<file path="src/rtl/round_timer_pkg.sv">
// Shared definitions for the round countdown timer: state encoding,
// BCD digit width and default limits.
package round_timer_pkg;

  localparam int DIGIT_W      = 4;
  localparam int DEF_MAX_SEC  = 99;
  localparam int DEF_WARN_SEC = 5;
  localparam int TICK_PER_SEC = 10;

  typedef enum logic [1:0] {
    ST_IDLE,
    ST_RUN,
    ST_PAUSED,
    ST_EXPIRED
  } state_t;

endpackage

</file>
<file path="src/rtl/round_timer_bcd_down_digit.sv">
// One BCD (or radix-RADIX) down-counting digit with synchronous clear/load
// and a borrow-out when a decrement wraps 0 -> RADIX-1.
module bcd_down_digit
  import round_timer_pkg::*;
#(
  parameter int RADIX = 10
) (
  input  logic               clk,
  input  logic               rst,
  input  logic               clr,
  input  logic               load,
  input  logic [DIGIT_W-1:0] load_val,
  input  logic               dec,
  output logic [DIGIT_W-1:0] digit,
  output logic               borrow
);

  logic [DIGIT_W-1:0] digit_d, digit_q;

  // Next digit value: clear beats load beats decrement.
  always_comb begin
    digit_d = digit_q;
    if (clr) begin
      digit_d = '0;
    end else if (load) begin
      digit_d = load_val;
    end else if (dec) begin
      digit_d = (digit_q == '0) ? DIGIT_W'(RADIX - 1) : digit_q - DIGIT_W'(1);
    end
  end

  // Digit register.
  always_ff @(posedge clk) begin
    if (rst) digit_q <= '0;
    else     digit_q <= digit_d;
  end

  assign digit  = digit_q;
  assign borrow = dec && (digit_q == '0);

endmodule

</file>
<file path="src/rtl/round_timer.sv">
// Per-round countdown timer: loads whole seconds, counts down in tenths on
// the 100 ms tick, shows BCD digits and pulses time_up at 00.0.
// Optional low-time warning output enabled by defining ROUND_TIMER_WARN_EN.
//
// state      | meaning
// ST_IDLE    | no round active, digits hold last value (00.0)
// ST_RUN     | counting down on each tick
// ST_PAUSED  | round frozen while pause is high
// ST_EXPIRED | single cycle after reaching 00.0, drives time_up
module round_timer
  import round_timer_pkg::*;
#(
  parameter int MAX_SEC = DEF_MAX_SEC
`ifdef ROUND_TIMER_WARN_EN
  , parameter int WARN_SEC = DEF_WARN_SEC
`endif
) (
  input  logic               clk,
  input  logic               rst,
  input  logic               Time_out_100ms,
  input  logic               start,
  input  logic [6:0]         load_sec,
  input  logic               pause,
  input  logic               abort,
  output logic               busy,
  output logic               time_up,
  output logic [DIGIT_W-1:0] sec_tens,
  output logic [DIGIT_W-1:0] sec_ones,
  output logic [DIGIT_W-1:0] tenths
`ifdef ROUND_TIMER_WARN_EN
  , output logic             warn
`endif
);

  state_t             state_d, state_q;
  logic               busy_d, busy_q;
  logic               time_up_d, time_up_q;
  logic               dig_clr, dig_load, tick_dec;
  logic [6:0]         sat_sec;
  logic [DIGIT_W-1:0] load_tens, load_ones;
  logic               last_tenth;
  logic               tenths_borrow, ones_borrow;
  // Tens never borrows: expiry is taken on the tick leaving 00.1.
  logic               tens_borrow_unused;

  // Saturate the requested length and split it into BCD with a compare ladder.
  always_comb begin
    sat_sec   = (int'(load_sec) > MAX_SEC) ? 7'(MAX_SEC) : load_sec;
    load_tens = '0;
    for (int k = 1; k <= 9; k++) begin
      if (int'(sat_sec) >= 10 * k) load_tens = DIGIT_W'(k);
    end
    load_ones = DIGIT_W'(int'(sat_sec) - 10 * int'(load_tens));
  end

  assign last_tenth = (sec_tens == '0) && (sec_ones == '0) && (tenths == DIGIT_W'(1));

  // Next state and digit controls; abort > start > pause > tick.
  always_comb begin
    state_d  = state_q;
    dig_clr  = 1'b0;
    dig_load = 1'b0;
    tick_dec = 1'b0;
    if (abort) begin
      state_d = ST_IDLE;
      dig_clr = 1'b1;
    end else if (start) begin
      dig_load = 1'b1;
      state_d  = (sat_sec == '0) ? ST_EXPIRED : ST_RUN;
    end else begin
      case (state_q)
        ST_RUN: begin
          if (pause) begin
            state_d = ST_PAUSED;
          end else if (Time_out_100ms) begin
            tick_dec = 1'b1;
            if (last_tenth) state_d = ST_EXPIRED;
          end
        end
        ST_PAUSED:  if (!pause) state_d = ST_RUN;
        ST_EXPIRED: state_d = ST_IDLE;
        default:    state_d = state_q;
      endcase
    end
    busy_d    = (state_d == ST_RUN) || (state_d == ST_PAUSED);
    time_up_d = (state_d == ST_EXPIRED);
  end

  // State and status registers.
  always_ff @(posedge clk) begin
    if (rst) begin
      state_q   <= ST_IDLE;
      busy_q    <= 1'b0;
      time_up_q <= 1'b0;
    end else begin
      state_q   <= state_d;
      busy_q    <= busy_d;
      time_up_q <= time_up_d;
    end
  end

  assign busy    = busy_q;
  assign time_up = time_up_q;

  bcd_down_digit #(.RADIX(TICK_PER_SEC)) u_tenths (
    .clk(clk), .rst(rst), .clr(dig_clr), .load(dig_load), .load_val('0),
    .dec(tick_dec), .digit(tenths), .borrow(tenths_borrow)
  );

  bcd_down_digit #(.RADIX(10)) u_ones (
    .clk(clk), .rst(rst), .clr(dig_clr), .load(dig_load), .load_val(load_ones),
    .dec(tenths_borrow), .digit(sec_ones), .borrow(ones_borrow)
  );

  bcd_down_digit #(.RADIX(10)) u_tens (
    .clk(clk), .rst(rst), .clr(dig_clr), .load(dig_load), .load_val(load_tens),
    .dec(ones_borrow), .digit(sec_tens), .borrow(tens_borrow_unused)
  );

`ifdef ROUND_TIMER_WARN_EN
  logic warn_d, warn_q;
  int   sec_now, sec_nxt;

  // Whole seconds as they will be after this cycle, compared against the threshold.
  always_comb begin
    sec_now = 10 * int'(sec_tens) + int'(sec_ones);
    if (dig_clr)                            sec_nxt = 0;
    else if (dig_load)                      sec_nxt = int'(sat_sec);
    else if (tick_dec && (tenths == '0))    sec_nxt = sec_now - 1;
    else                                    sec_nxt = sec_now;
    warn_d = busy_d && (sec_nxt < WARN_SEC);
  end

  // Warning register, updates together with the digits.
  always_ff @(posedge clk) begin
    if (rst) warn_q <= 1'b0;
    else     warn_q <= warn_d;
  end

  assign warn = warn_q;
`endif

endmodule

</file>
<file path="config.mk">
export PLATFORM = sky130hd
export DESIGN_NAME = round_timer
export DESIGN_NICKNAME = d
export VERILOG_FILES = /design/src/rtl/round_timer_pkg.sv /design/src/rtl/round_timer_bcd_down_digit.sv /design/src/rtl/round_timer.sv
export SDC_FILE = /design/constraint.sdc
export NUM_CORES = 1
export LEC_CHECK = 0
export ABC_AREA = 1
export ABC_CLOCK_PERIOD_IN_PS = 3900
export BUFFER_PORTS_ARGS = -buffer_cell sky130_fd_sc_hd__buf_2
export CORE_MARGIN = 2
export CORE_UTILIZATION = 48
export CTS_CLUSTER_DIAMETER = 200
export DETAILED_ROUTE_END_ITERATION = 7
export GPL_TIMING_DRIVEN = 0
export PLACE_DENSITY = 0.73
export SLEW_MARGIN = 5
export SYNTH_ARGS = -nofsm -noshare
export SYNTH_HDL_FRONTEND = slang
export SYNTH_SLANG_ARGS = --single-unit
</file>
<file path="constraint.sdc">
create_clock -name clk -period 3.9 [get_ports clk]
set_input_delay 0.39 -clock clk [delete_from_list [all_inputs] [get_ports clk]]
set_output_delay 0.39 -clock clk [all_outputs]
set_load 0.005 [all_outputs]
</file>
# After elaboration in Yosys (flattened, before gate mapping)
# Cells that the tools add are included.
# Widths: inputs -> output; s select.
[word_totals]
ff_bits = 16
latchBits = 0
mem_bits_rw = 0
mem_bits_ro = 0
input_bits = 13
out_inout_bits = 14
wordCells = 74
n_memories = 0
[classes]
addsub = 4
n_mul = 1
div_mod_pow = 0
order_cmp = 10
n_eq_ne = 7
shifts = 0
mux = 33
bitwise_logic = 0
n_reduce_logical = 13
[op_table]
columns = ["operator", "count"]
rows = [
  ["$mux 4", 15],
  ["$ge 7x6->1 const B", 3],
  ["$ge 7x7->1 const B", 3],
  ["$ge 7x5->1 const B", 2],
  ["$mux 2", 7],
  ["$logic_not 4->1", 3],
  ["$sub 4x1->4 const B", 3],
  ["$mux 1", 9],
  ["$eq 2x2->1 const B", 4],
  ["$ge 7x4->1 const B", 1],
  ["$gt 7x7->1 const B", 1],
  ["$logic_not 7->1", 1],
  ["$mux 7", 1],
  ["$pmux 2 s3", 1],
  ["$eq 2x1->1 const B", 2],
  ["$eq 4x1->1 const B", 1],
  ["$logic_and 1x1->1", 4],
  ["$mul 3x4->3 const A", 1],
  ["$reduce_bool 2->1", 2],
  ["$sub 4x4->4", 1],
  ["$reduce_or 3->1", 1],
  ["$reduce_or 2->1", 1],
  ["$logic_or 1x1->1", 1],
]

# Depth between registers and ports, before layout
[depth]
word_depth = 15
depth_mapped = 20
depth_no_buf = 20

# Hierarchy
# Synthesis repeated with hierarchy kept, for this count alone.
[hier_totals]
cells_unflattened = 224
area_unflattened_um2 = 1362.6
[by_module_without_submodules]
columns = ["mod", "instances", "cells_per_inst", "area_per_inst_um2"]
rows = [
  ["bcd_down_digit", 3, 41, 266.5],
  ["round_timer", 1, 101, 563.0],
]

# Worst setup path before layout
# Ideal clock, no wire load.
[synth_path]
path_type = "input -> register"
start = "input port load_sec[3]"
end = "register u_ones.digit_q[3] (netlist: u_ones.digit[3])"
setup_ns = 0.112
arrival_time_ns = 2.267
t_required_ns = 3.788
slack_ns = 1.522
cell_stages = 19
n_path_buf = 0
cell_sequence = "nor2_1 -> nand2_1 -> nand2_1 -> nand2_1 -> o21ai_0 -> nand3b_1 -> nand2_1 -> nand2_1 -> nand2_1 -> nand2_1 -> nand2_1 -> nand2_1 -> ha_1 -> fa_1 -> xor2_1 -> nand3_1 -> nand2_1 -> nor2_1 -> nor2_1"
[synth_between]
elab_chain_cells = 15
elab_cells_between_ends = 23
cone_classes = "1 x add/sub; 1 x mul; 10 x order compare; 11 x mux"
[synth_rtl]
columns = ["element", "line", "source"]
rows = [
  ["from (decl)", "round_timer.sv:22", "input logic [6:0] load_sec,"],
  ["$gt 7x7->1", "round_timer.sv:48", "sat_sec = (int'(load_sec) > MAX_SEC) ? 7'(MAX_SEC) : load_sec;"],
  ["$mux 7 (*)", "round_timer.sv:48", ""],
  ["$ge 7x4->1", "round_timer.sv:51", "if (int'(sat_sec) >= 10 * k) load_tens = DIGIT_W'(k);"],
  ["$mux 1", "round_timer.sv:51", ""],
  ["$mux 4 (8 in a row)", "round_timer.sv:51", ""],
  ["$mul 3x4->3", "round_timer.sv:53", "load_ones = DIGIT_W'(int'(sat_sec) - 10 * int'(load_tens));"],
  ["$sub 4x4->4 (*)", "round_timer.sv:53", ""],
  ["$mux 4 (*)", "round_timer_bcd_down_digit.sv:25", "end else if (load) begin"],
  ["to (signal assigned)", "round_timer_bcd_down_digit.sv:35", "else digit_q <= digit_d;"],
  ["to (decl)", "round_timer_bcd_down_digit.sv:18", "logic [DIGIT_W-1:0] digit_d, digit_q;"],
]
# Mark *: on every way between the ends. The rest lies on a longest branch, timed or not.
# A chain may end at the register's enable or synchronous reset.

# Final worst setup path
# Same ends and word-level chain as after synthesis.

==> results.sh <==
export IMPL_path_cells="buf_2, nor2_1, nand2_1, nand2_1, nand2_1, o21ai_0, nand3b_1, nand2_1, nand2_1, nand2_1, nand2_1, nand2_1, nand2_1, ha_1, fa_1, xor2_1, nand3_1, nand2_1, nor2_1, nor2_1"
export IMPL_initial_core_util_pct=50.8
export IMPL_grt_start_max_net_pins=11
export IMPL_area_growth_pct=17.8
export IMPL_cts_sinks=16
export IMPL_synth_area_mm2=0.00113
export IMPL_syn_area_per_cell_um2=6.24
export IMPL_cap_violations=0
export IMPL_yosysSeqAreaShare_pct=28.2
export IMPL_htreeDepth=1
export IMPL_critPathCaptureType="register"
export IMPL_grt_pass1_wl_mm=4.57
export IMPL_utilization_pct=59.8
export IMPL_synth_top_area_cell="dfxtp_1"
export IMPL_hp_class="in -> reg"
export IMPL_rsz0062_at_grt="no"
export IMPL_place_congestion=0.824
export IMPL_fmax_mhz=386
export IMPL_core_area_mm2=0.00223
export IMPL_finClkSkew_ns=0.00409
export IMPL_final_common_cell="nand2_1"
export IMPL_ant_nets=0
export IMPL_crit_path_start="load_sec[3]"
export IMPL_hold_viol=0
export IMPL_cts_root_buf="clkbuf_4"
export IMPL_critPathMaxStageDelay_ns=0.38
export IMPL_maxSlewHeadroom_pct=68.4
export IMPL_numCtsBuffers=3
export IMPL_worstHoldStart="rst"
export IMPL_wl_mm=2.69
export IMPL_ys_ff_latch=16
export IMPL_required_ns=4.10
export IMPL_dr_wl_met2_mm=1.31
export IMPL_place_port_buffers=26
export IMPL_synth_top_area_share_pct=28.2
export IMPL_setup_viol=0
export IMPL_syn_num_nets=198
export IMPL_clkLatencyLatePin_ns=0.29
export IMPL_cts_hold_buf=0
export IMPL_wl_met1_mm=1.25
export IMPL_clock_path_buffers=2
export IMPL_synth_cell_types=29
export IMPL_layout_min_cycle_time_ns=2.59
export IMPL_nets=229
export IMPL_grt_overflow=0
export IMPL_cpMostUsedCell="nand2_1"
export IMPL_period_share_pct=66.4
export IMPL_cp_start_kind="primary input"
export IMPL_gr_usage_all_layers_pct=22.4
export IMPL_first_pass_iters=4
export IMPL_antenna_found_initial=0
export IMPL_final_max_slew_viol_count=0
export IMPL_status="completed"
export IMPL_core_rowCount=17
export IMPL_vias_per_cell=5.22
export IMPL_crit_arrival_ns=2.79
export IMPL_post_cts_buffers=0
export IMPL_ios=27
export IMPL_grt_pass1_vias=1127
export IMPL_clkTransAtPathRegs_ns=0.10
export IMPL_design_die_area_mm2=0.00277
export IMPL_power_density_mw_per_mm2=281
export IMPL_synth_cells=182
export IMPL_cts_tree="yes"
export IMPL_wl_met3_um=90
export IMPL_worst_pin_slew_ns=0.472
export IMPL_num_vias=1252
export IMPL_crit_path_top_delay_cell="fa_1"
export IMPL_drc=0
export IMPL_hpwl_mm=2.19
export IMPL_path_max_fanout=6
export IMPL_first_iter_violations=27
export IMPL_leakage_nw=0.685
export IMPL_layout_drive_gt1_share_pct=18.9
export IMPL_cts_resized=0
export IMPL_die_h_um=52.6
export IMPL_post_drt_wl_per_cell_um=11.2
export IMPL_synth_area_leaders="dfxtp_1 28%, nand2_1 14%, nor2_1 10%, inv_1 9.9%, o21ai_0 5.7%"
export IMPL_r2r_start="u_tens.digit[0]"
export IMPL_ir_worst_vdd_mv=0.198
export IMPL_fin_setup_tns_ns=0
export IMPL_route_top_layer_used="met4"
export IMPL_critPathKind="in -> reg"
export IMPL_die_x_um=52.6
export IMPL_diodes=0
export IMPL_synth_warnings=0
export IMPL_layout_common_cells="43 x nand2_1, 31 x nor2_1, 30 x inv_1, 26 x buf_2, 16 x dfxtp_1"
[layer usage]
metal	GRT usage [%]	up-vias
li1	-	651
met1	26.8	567
met2	38.5	29
met3	3.43	5
met4	10.7	0
met5	0	-
[per-stage QoR]
stage | hold slack (ns) | cell area (µm²) | power, mW | setup slack (ns) | cells
floorplan | 0.459 | 1130 | 0.237 | 1.52 | 182
global route | 0.318 | 1340 | 0.400 | 1.01 | 240
CTS | 0.298 | 1340 | 0.378 | 1.39 | 240
finish | 0.301 | 1340 | 0.375 | 1.31 | 240
global placement | 0.478 | 1300 | 0.262 | 1.15 | 236
detailed placement | 0.483 | 1300 | 0.265 | 1.08 | 236
[cell usage after synthesis, drive strengths merged]
library cell / number
ha: 2
o22ai: 1
nand3b: 1
nor2: 34
a211oi: 2
nand4: 3
o21a: 1
clkbuf: 1
o211ai: 2
nand3: 4
a21oi: 10
a31oi: 4
a221oi: 1
fa: 1
o21ai: 13
or2: 4
a311oi: 1
nand2: 45
xor2: 2
inv: 31
a41oi: 1
dfxtp: 16
nor4b: 1
a311o: 1
[report_power, final]
group          switching [mW]  leakage (nW)  total, mW  internal, mW
registers             0.00411         0.130      0.173         0.168
clock network          0.0561        0.0210      0.113        0.0569
logic                  0.0565         0.534     0.0895        0.0330
[final cells by class]
cell class                 count  area (µm²)
clock buffer                   4        36.3
tap                           28        35.0
multi-input combinational    134         694
inverter                      31         116
buffer                         1        3.75
sequential                    16         320
fill                         225         897
timing repair buffer          26         130
[flip-flops by register name, indices dropped and copies added, names as in the netlist]
| signal | flops |
|---|---|
| busy | 1 |
| u_tenths.digit | 4 |
| state_q | 2 |
| u_tens.digit | 4 |
| u_ones.digit | 4 |
| time_up | 1 |
[cells by family after synthesis]
family / synth area share [%]
AO/OA/AOI/OAI: 19.4
XOR/XNOR: 1.54
adder cells (fa/ha/maj): 3.97
buffers and inverters: 10.6
flip-flops: 28.2
AND/OR/NAND/NOR: 36.3
[worst max-delay path: cells and delay by family]
kind | cells | cell delay, ns
AND/OR/NAND/NOR | 15 | 1.31
XOR/XNOR | 1 | 0.18
AO/OA/AOI/OAI | 1 | 0.20
buffers and inverters | 1 | 0.13
adder cells (fa/ha/maj) | 2 | 0.59
[path summary, 6_finish.rpt]
| check | end | cells after the start | slack (ns) |
|---|---|---|---|
| setup reg to reg | busy | 12 | 2.12 |
| setup / recovery | u_ones.digit[3] | 20 | 1.31 |
| hold reg to reg | u_tenths.digit[3] | 2 | 0.50 |
| hold / removal | busy | 2 | 0.30 |
(Power assumes the default switching activity.)
